File: config.mk
export PLATFORM = sky130hd
export DESIGN_NAME = fetch_ctrl
export DESIGN_NICKNAME = d
export VERILOG_FILES = /design/src/rtl/fetch_ctrl.sv
export SDC_FILE = /design/constraint.sdc
export NUM_CORES = 1
export LEC_CHECK = 0
export ABC_CLOCK_PERIOD_IN_PS = 4300
export CAP_MARGIN = 25
export CORE_MARGIN = 2
export CORE_UTILIZATION = 35
export CTS_CLUSTER_SIZE = 10
export DETAILED_ROUTE_END_ITERATION = 7
export PLACE_DENSITY = 0.74
export SLEW_MARGIN = 20
export SYNTH_ARGS = -nofsm -noshare
export SYNTH_HDL_FRONTEND = slang
export SYNTH_SLANG_ARGS = --single-unit
export TNS_END_PERCENT = 100
File: constraint.sdc
create_clock -name clk -period 4.3 [get_ports clk]
set_input_delay 0.645 -clock clk [delete_from_list [all_inputs] [get_ports clk]]
set_output_delay 0.645 -clock clk [all_outputs]
set_load 0.01 [all_outputs]
File: src/rtl/fetch_ctrl.sv
// fetch_ctrl -- instruction-fetch sequencer between the PC register, the
// instruction memory and the IF/ID order register.
//
// Optional feature: define FETCH_TIMEOUT_EN to build the fetch watchdog.
// Without it fetch_timeout is tied low and no counter exists.
//
// Ports
//   clk, rst                         clock, asynchronous active-high reset
//   pc_cur, plus_four                current PC and PC+4 from the datapath
//   redirect_valid, redirect_target  taken branch/jump from EX
//   stall                            hazard unit holds IF/ID
//   imem_req, imem_addr              memory request (combinational)
//   imem_ack, imem_rdata             memory acknowledge and instruction
//   pc_in_data, pc_we                next PC and write strobe (combinational)
//   order_data, order_pc, order_valid  registered instruction to ID
//   fetch_timeout                    sticky watchdog flag (registered)
module fetch_ctrl #(
  parameter logic [31:0] RESET_PC       = 32'h0000_0000,
  parameter int unsigned TIMEOUT_CYCLES = 255
) (
  input  logic        clk,
  input  logic        rst,
  input  logic [31:0] pc_cur,
  input  logic [31:0] plus_four,
  input  logic        redirect_valid,
  input  logic [31:0] redirect_target,
  input  logic        stall,
  output logic        imem_req,
  output logic [31:0] imem_addr,
  input  logic        imem_ack,
  input  logic [31:0] imem_rdata,
  output logic [31:0] pc_in_data,
  output logic        pc_we,
  output logic [31:0] order_data,
  output logic [31:0] order_pc,
  output logic        order_valid,
  output logic        fetch_timeout
);

  localparam int unsigned XLEN = 32;
  localparam logic [XLEN-1:0] NOP_INSN = 32'h0000_0013;

  typedef enum logic [1:0] {
    IDLE  = 2'd0,
    FETCH = 2'd1,
    HOLD  = 2'd2
  } state_t;

  state_t          state;
  logic            pend_valid;
  logic [XLEN-1:0] pend_target;

  // The PC register itself resets to RESET_PC; this block never writes it
  // during IDLE, so the parameter only documents the expected reset PC.
  logic unused_params;
  assign unused_params = ^{RESET_PC, 32'(TIMEOUT_CYCLES)};

  // Memory request and PC update strobes
  always_comb begin
    imem_req   = 1'b0;
    imem_addr  = pc_cur;
    pc_we      = 1'b0;
    pc_in_data = plus_four;
    if (!rst) begin
      unique case (state)
        FETCH: begin
          imem_req = 1'b1;
          if (imem_ack) begin
            pc_we = 1'b1;
            // A live redirect beats one latched while the request was out
            if (redirect_valid)  pc_in_data = redirect_target;
            else if (pend_valid) pc_in_data = pend_target;
          end
        end
        HOLD: begin
          if (redirect_valid) begin
            pc_we      = 1'b1;
            pc_in_data = redirect_target;
          end
        end
        default: ;
      endcase
    end
  end

  // State, pending redirect and order register
  always_ff @(posedge clk or posedge rst) begin
    if (rst) begin
      state       <= IDLE;
      pend_valid  <= 1'b0;
      pend_target <= '0;
      order_valid <= 1'b0;
      order_data  <= NOP_INSN;
      order_pc    <= '0;
    end else begin
      unique case (state)
        IDLE: state <= FETCH;
        FETCH: begin
          if (imem_ack) begin
            if (redirect_valid || pend_valid) begin
              // Wrong-path instruction: drop it, refetch from the target
              order_valid <= 1'b0;
              pend_valid  <= 1'b0;
            end else begin
              order_valid <= 1'b1;
              order_data  <= imem_rdata;
              order_pc    <= pc_cur;
              state       <= stall ? HOLD : FETCH;
            end
          end else if (redirect_valid) begin
            // Request stays outstanding; remember where to go once it lands
            pend_valid  <= 1'b1;
            pend_target <= redirect_target;
            order_valid <= 1'b0;
          end else if (!stall) begin
            order_valid <= 1'b0;
          end
        end
        HOLD: begin
          if (redirect_valid) begin
            order_valid <= 1'b0;
            state       <= FETCH;
          end else if (!stall) begin
            state <= FETCH;
          end
        end
        default: state <= IDLE;
      endcase
    end
  end

`ifdef FETCH_TIMEOUT_EN
  localparam int unsigned CNT_W = $clog2(TIMEOUT_CYCLES + 1);

  logic [CNT_W-1:0] wd_cnt;

  // Watchdog: counts unacknowledged fetch cycles, flag is sticky until rst
  always_ff @(posedge clk or posedge rst) begin
    if (rst) begin
      wd_cnt        <= '0;
      fetch_timeout <= 1'b0;
    end else if (state == FETCH) begin
      if (imem_ack) begin
        wd_cnt <= '0;
      end else begin
        if (wd_cnt != CNT_W'(TIMEOUT_CYCLES)) wd_cnt <= wd_cnt + CNT_W'(1);
        if (wd_cnt >= CNT_W'(TIMEOUT_CYCLES - 1)) fetch_timeout <= 1'b1;
      end
    end
  end
`else
  assign fetch_timeout = 1'b0;
`endif

endmodule

### Yosys cells after proc, flatten, opt, wreduce, memory -nomap -nowiden

Cells that the tools add are included.

| word-level totals | value |
|---|---|
| bits of input ports | 133 |
| output and inout port bits | 132 |
| word-level logic and storage cells | 52 |
| flip-flop bits (word level) | 100 |

| cells by class | value |
|---|---|
| mux-type cells | 27 |
| bitwise logic cells | 2 |
| reductions and logical operators | 9 |
| equality and inequality tests | 8 |

Operators by type and width:

| cell | number |
|---|---|
| 32-bit 2-to-1 mux | 5 |
| 32-bit case mux with 2 select lines | 1 |
| 3-bit AND reduction | 5 |
| 1-bit 2-to-1 mux | 13 |
| 2-bit 2-to-1 mux | 5 |
| 2-bit != test (second input constant) | 3 |
| 2-bit case mux with 3 select lines | 1 |
| 4-bit != test (second input constant) | 1 |
| 1-bit case mux with 2 select lines | 2 |
| 2-bit nonzero test | 2 |
| 3-bit != test (second input constant) | 1 |
| 2-bit by 1-bit == test with 1-bit output (second input constant) | 1 |
| 2-bit == test (second input constant) | 1 |
| 2-bit zero test | 1 |
| 2-bit by 1-bit != test with 1-bit output (second input constant) | 1 |
| 1-bit NOT | 2 |
| 1-bit logical OR | 1 |

### Depth between registers and ports, before layout

| logic depth | value |
|---|---|
| depth after elaboration | 5 |
| mapped depth | 8 |
| depth with buffers taken out | 6 |

### Worst setup path after synthesis

Ideal clock, no wire load.

| path | value |
|---|---|
| path type | input-to-output |
| start point | input redirect_valid |
| end point | output pc_in_data[10] |
| data required time | 3655 ps |
| arrival time | 1724 ps |
| slack | 1931 ps |
| stages on the path | 6 |
| buffers on the path | 2 |
| path through | buf_4 -> and4bb_1 -> a2111o_1 -> buf_6 -> nand2_1 -> o21ai_1 |

| between the ends | value |
|---|---|
| longest elaborated chain between the ends | 4 |
| elaborated cells on any way between the ends | 5 |
| those cells by class | 5 x mux |

Ends and longest elaborated chain:

| item | line | text |
|---|---|---|
| from (decl) | 25 | `input logic redirect_valid,` |
| 32-bit 2-to-1 mux | 71 | `if (redirect_valid) pc_in_data = redirect_target;` |
| 32-bit 2-to-1 mux | 68 | `if (imem_ack) begin` |
| 32-bit case mux with 2 select lines (*) | 65 | `unique case (state)` |
| 32-bit 2-to-1 mux (*) | 64 | `if (!rst) begin` |
| to (decl) | 32 | `output logic [31:0] pc_in_data,` |

Every way passes the cells marked *; elsewhere a longest branch is shown, timed or not.

### Final worst setup path

| path | value |
|---|---|
| start point | input redirect_valid |
| end point | output pc_in_data[31] |

The elaborated chain is that of the path after synthesis.

==> flow_summary_export.csv <==
group,metric,value,unit
floorplanning,chipHeight,120,µm
power,vdd_ir_drop_max,0.408,mV
cts,cts_root_buffer,"clkbuf_16",
worst_setup_path,startpoint_type,"primary input",
yosys,synth_edf_count,0,
worst_hold_path,min_from,"order_valid",
place,place_hpwl,9690,µm
timing,relSlewSlack,43.3,%
floorplanning,start_util,35.9,%
cells_and_area,num_antenna_cells,0,
floorplanning,core_area,13200,µm²
yosys,ys_seq_area_share,52.8,%
yosys,syn_inst,386,
cts,cts_buffers,9,
detailed_routing,drc,0,
cells_and_area,drive_gt1_share,20.8,%
detailed_routing,drtIter0Drc,136,
yosys,ys_ff_latch,100,
timing,setup_viol,0,
detailed_routing,ant_nets,0,
detailed_routing,drt_pass1_iterations,6,
power,pwr-share-comb,48.5,%
yosys,postSynthAreaPerCell,12.3,µm²
cts,clk_pin_slew,60,ps
worst_setup_path,rr_startpoint,"state[1]",
floorplanning,die_x,120,µm
power,power_leakage,3.07,nW
cts,postCtsSetupBuffers,0,
power,power.net_switching,1.51,mW
yosys,ys.flop_type,"dfrtp_1",
detailed_routing,via_per_inst,4.84,
worst_hold_path,hold_class,"flop to flop",
worst_setup_path,cp_max_fo,25,
power,pwr-share-seq,35.4,%
timing,setup_tns,0,ps
timing,finalCritPeriodShare,86.6,%
cts,ctsLongestPathBuffers,2,
cells_and_area,fin_nets,748,
worst_setup_path,end_kind,"output pin",
worst_setup_path,cp.required,3650,ps
power,power_density,624,nW/µm²
cts,cts_tree,"built",
cells_and_area,area_growth_syn_to_layout,59.8,%
timing,maxSlewViolCount,0,
power,power,4.73,mW
grt,grt_max_degree,74,
grt,antenna_found_initial,0,
grt,grt_overflow_total,0,
floorplanning,placementRows,42,
worst_setup_path,crit_arrival,3080,ps
power,p_int,3.22,mW
yosys,synth_nets,523,
detailed_routing,wl,13000,µm
detailed_routing,vias,3831,
floorplanning,dieArea,14500,µm²
grt,grt_pass1_vias,3970,
worst_hold_path,whs_path_depth,1,
place,dp_slack,571,ps
run_status,outcome,"completed",
cts,postCtsHoldBufs,0,
power,clock_power_share,16.2,%
yosys,async_flop_share,100,%
timing,skew,8.34,ps
place,place.gp.congestion,0.779,
grt,grt_pass1_wl,20400,µm
place,place.port_buffers,263,
flow_run,drv_cap,0,
timing,period_minus_slack,3730,ps
timing,grt_setup_unrepaired,"false",
cells_and_area,layout_commonest_cell,"clkdlybuf4s50_1",
cts,cts.sinks,100,
yosys,netlist_area,4750,µm²
cts,cts_resized,0,
detailed_routing,wl_per_cell,16.5,µm
timing,hold_violations,0,
worst_setup_path,rrSetupSlack,1830,ps
worst_setup_path,worstSetupPathType,"primary input to output pin",
cts,insertion_delay,350,ps
timing,max_freq,268,MHz
timing,worst_pin_slew,850,ps
timing,fin_ws,575,ps
worst_setup_path,reg2reg_depth,5,
cells_and_area,final_cell_mix,"clkdlybuf4s50_1, dfrtp_1, mux2_2",
worst_setup_path,crit_start,"redirect_valid",
yosys,yosys_warnings,0,
floorplanning,io_pins,265,
power,switching_share,32.0,%
timing,whs,495,ps
yosys,netlist-cell-type-count,26,
cells_and_area,final_core_util,57.3,%
cts,htreeDepth,3,
grt,track_usage,17.9,%
area by class of cell:
| cell class | count | area (µm²) |
|---|---|---|
| Multi-Input combinational cell | 224 | 1840 |
| Sequential cell | 100 | 2510 |
| Fill cell | 1124 | 5650 |
| Clock inverter | 3 | 21.3 |
| Inverter | 4 | 17.5 |
| Clock buffer | 13 | 260 |
| Tap cell | 176 | 220 |
| Timing Repair Buffer | 272 | 2720 |
layer usage:
layer  vias up  GRT usage [%]  wire, µm  part of all wire (%)
li1       1785              -         -                     -
met1      1861           20.5      4910                    38
met2       161           31.1      6860                    53
met3        24           6.04       971                   7.4
met4         0           6.69       305                   2.3
met5         -              0         0                     0
cells by family after synthesis:
logic type | Yosys count | share of synthesized area (%)
buf+inv | 62 | 8.72
other cells | 1 | 0.0790
mux | 96 | 22.8
simple gates | 47 | 4.58
flops | 100 | 52.8
fa+ha+maj | 4 | 1.05
compound gates | 76 | 10.0
registers in the layout (all words and copies together), names as in the netlist:
signal and cells:
order_data 32, order_pc 32, pend_target 32, state 2
order_valid 1, pend_valid 1
worst max-delay path, cell delays in order:
cell and delay [ps]:
clkdlybuf4s50_1 690, and4bb_2 280, a2111o_1 520, buf_4 270, nand2_1 90, o21ai_0 70, clkdlybuf4s50_1 500
stage by stage:
stage / area (µm²) / cells
floorplan: 4750 / 386
global placement: 7280 / 775
detailed placement: 7280 / 775
CTS: 7560 / 791
global route: 7590 / 792
finish: 7590 / 792
worst paths after layout:
check	end
max	pc_in_data[31]
min	order_valid
max reg2reg	order_data[30]
min reg2reg	order_valid
max in group asynchronous	order_data[6]
min in group asynchronous	order_pc[26]
synth_stat cells (2+ instances only):
cell type,n,area [µm²]
inv_1,4,15.0
nand2_1,34,128
buf_4,40,300
mux2_2,96,1080
a22oi_1,34,255
dfrtp_1,97,2430
nand2b_1,3,18.8
buf_6,3,33.8
o21ai_1,30,150
ha_1,4,50.1
clkbuf_1,8,30.0
o21ai_0,4,20.0
nor2b_1,3,18.8
dfstp_2,3,78.8
nor2_1,2,7.51
buf_2,7,35.0
a21oi_1,5,25.0
power by group through the flow:
stage          registers [mW]  clock network (mW)  logic (mW)
2_1_floorplan            1.80                   0        1.00
3_3_place_gp             1.66                   0        2.26
3_5_place_dp             1.69                   0        2.31
4_1_cts                  1.68               0.790        2.32
5_1_grt                  1.74               0.836        2.45
6_report                 1.67               0.764        2.29
(Power assumes the default switching activity.)
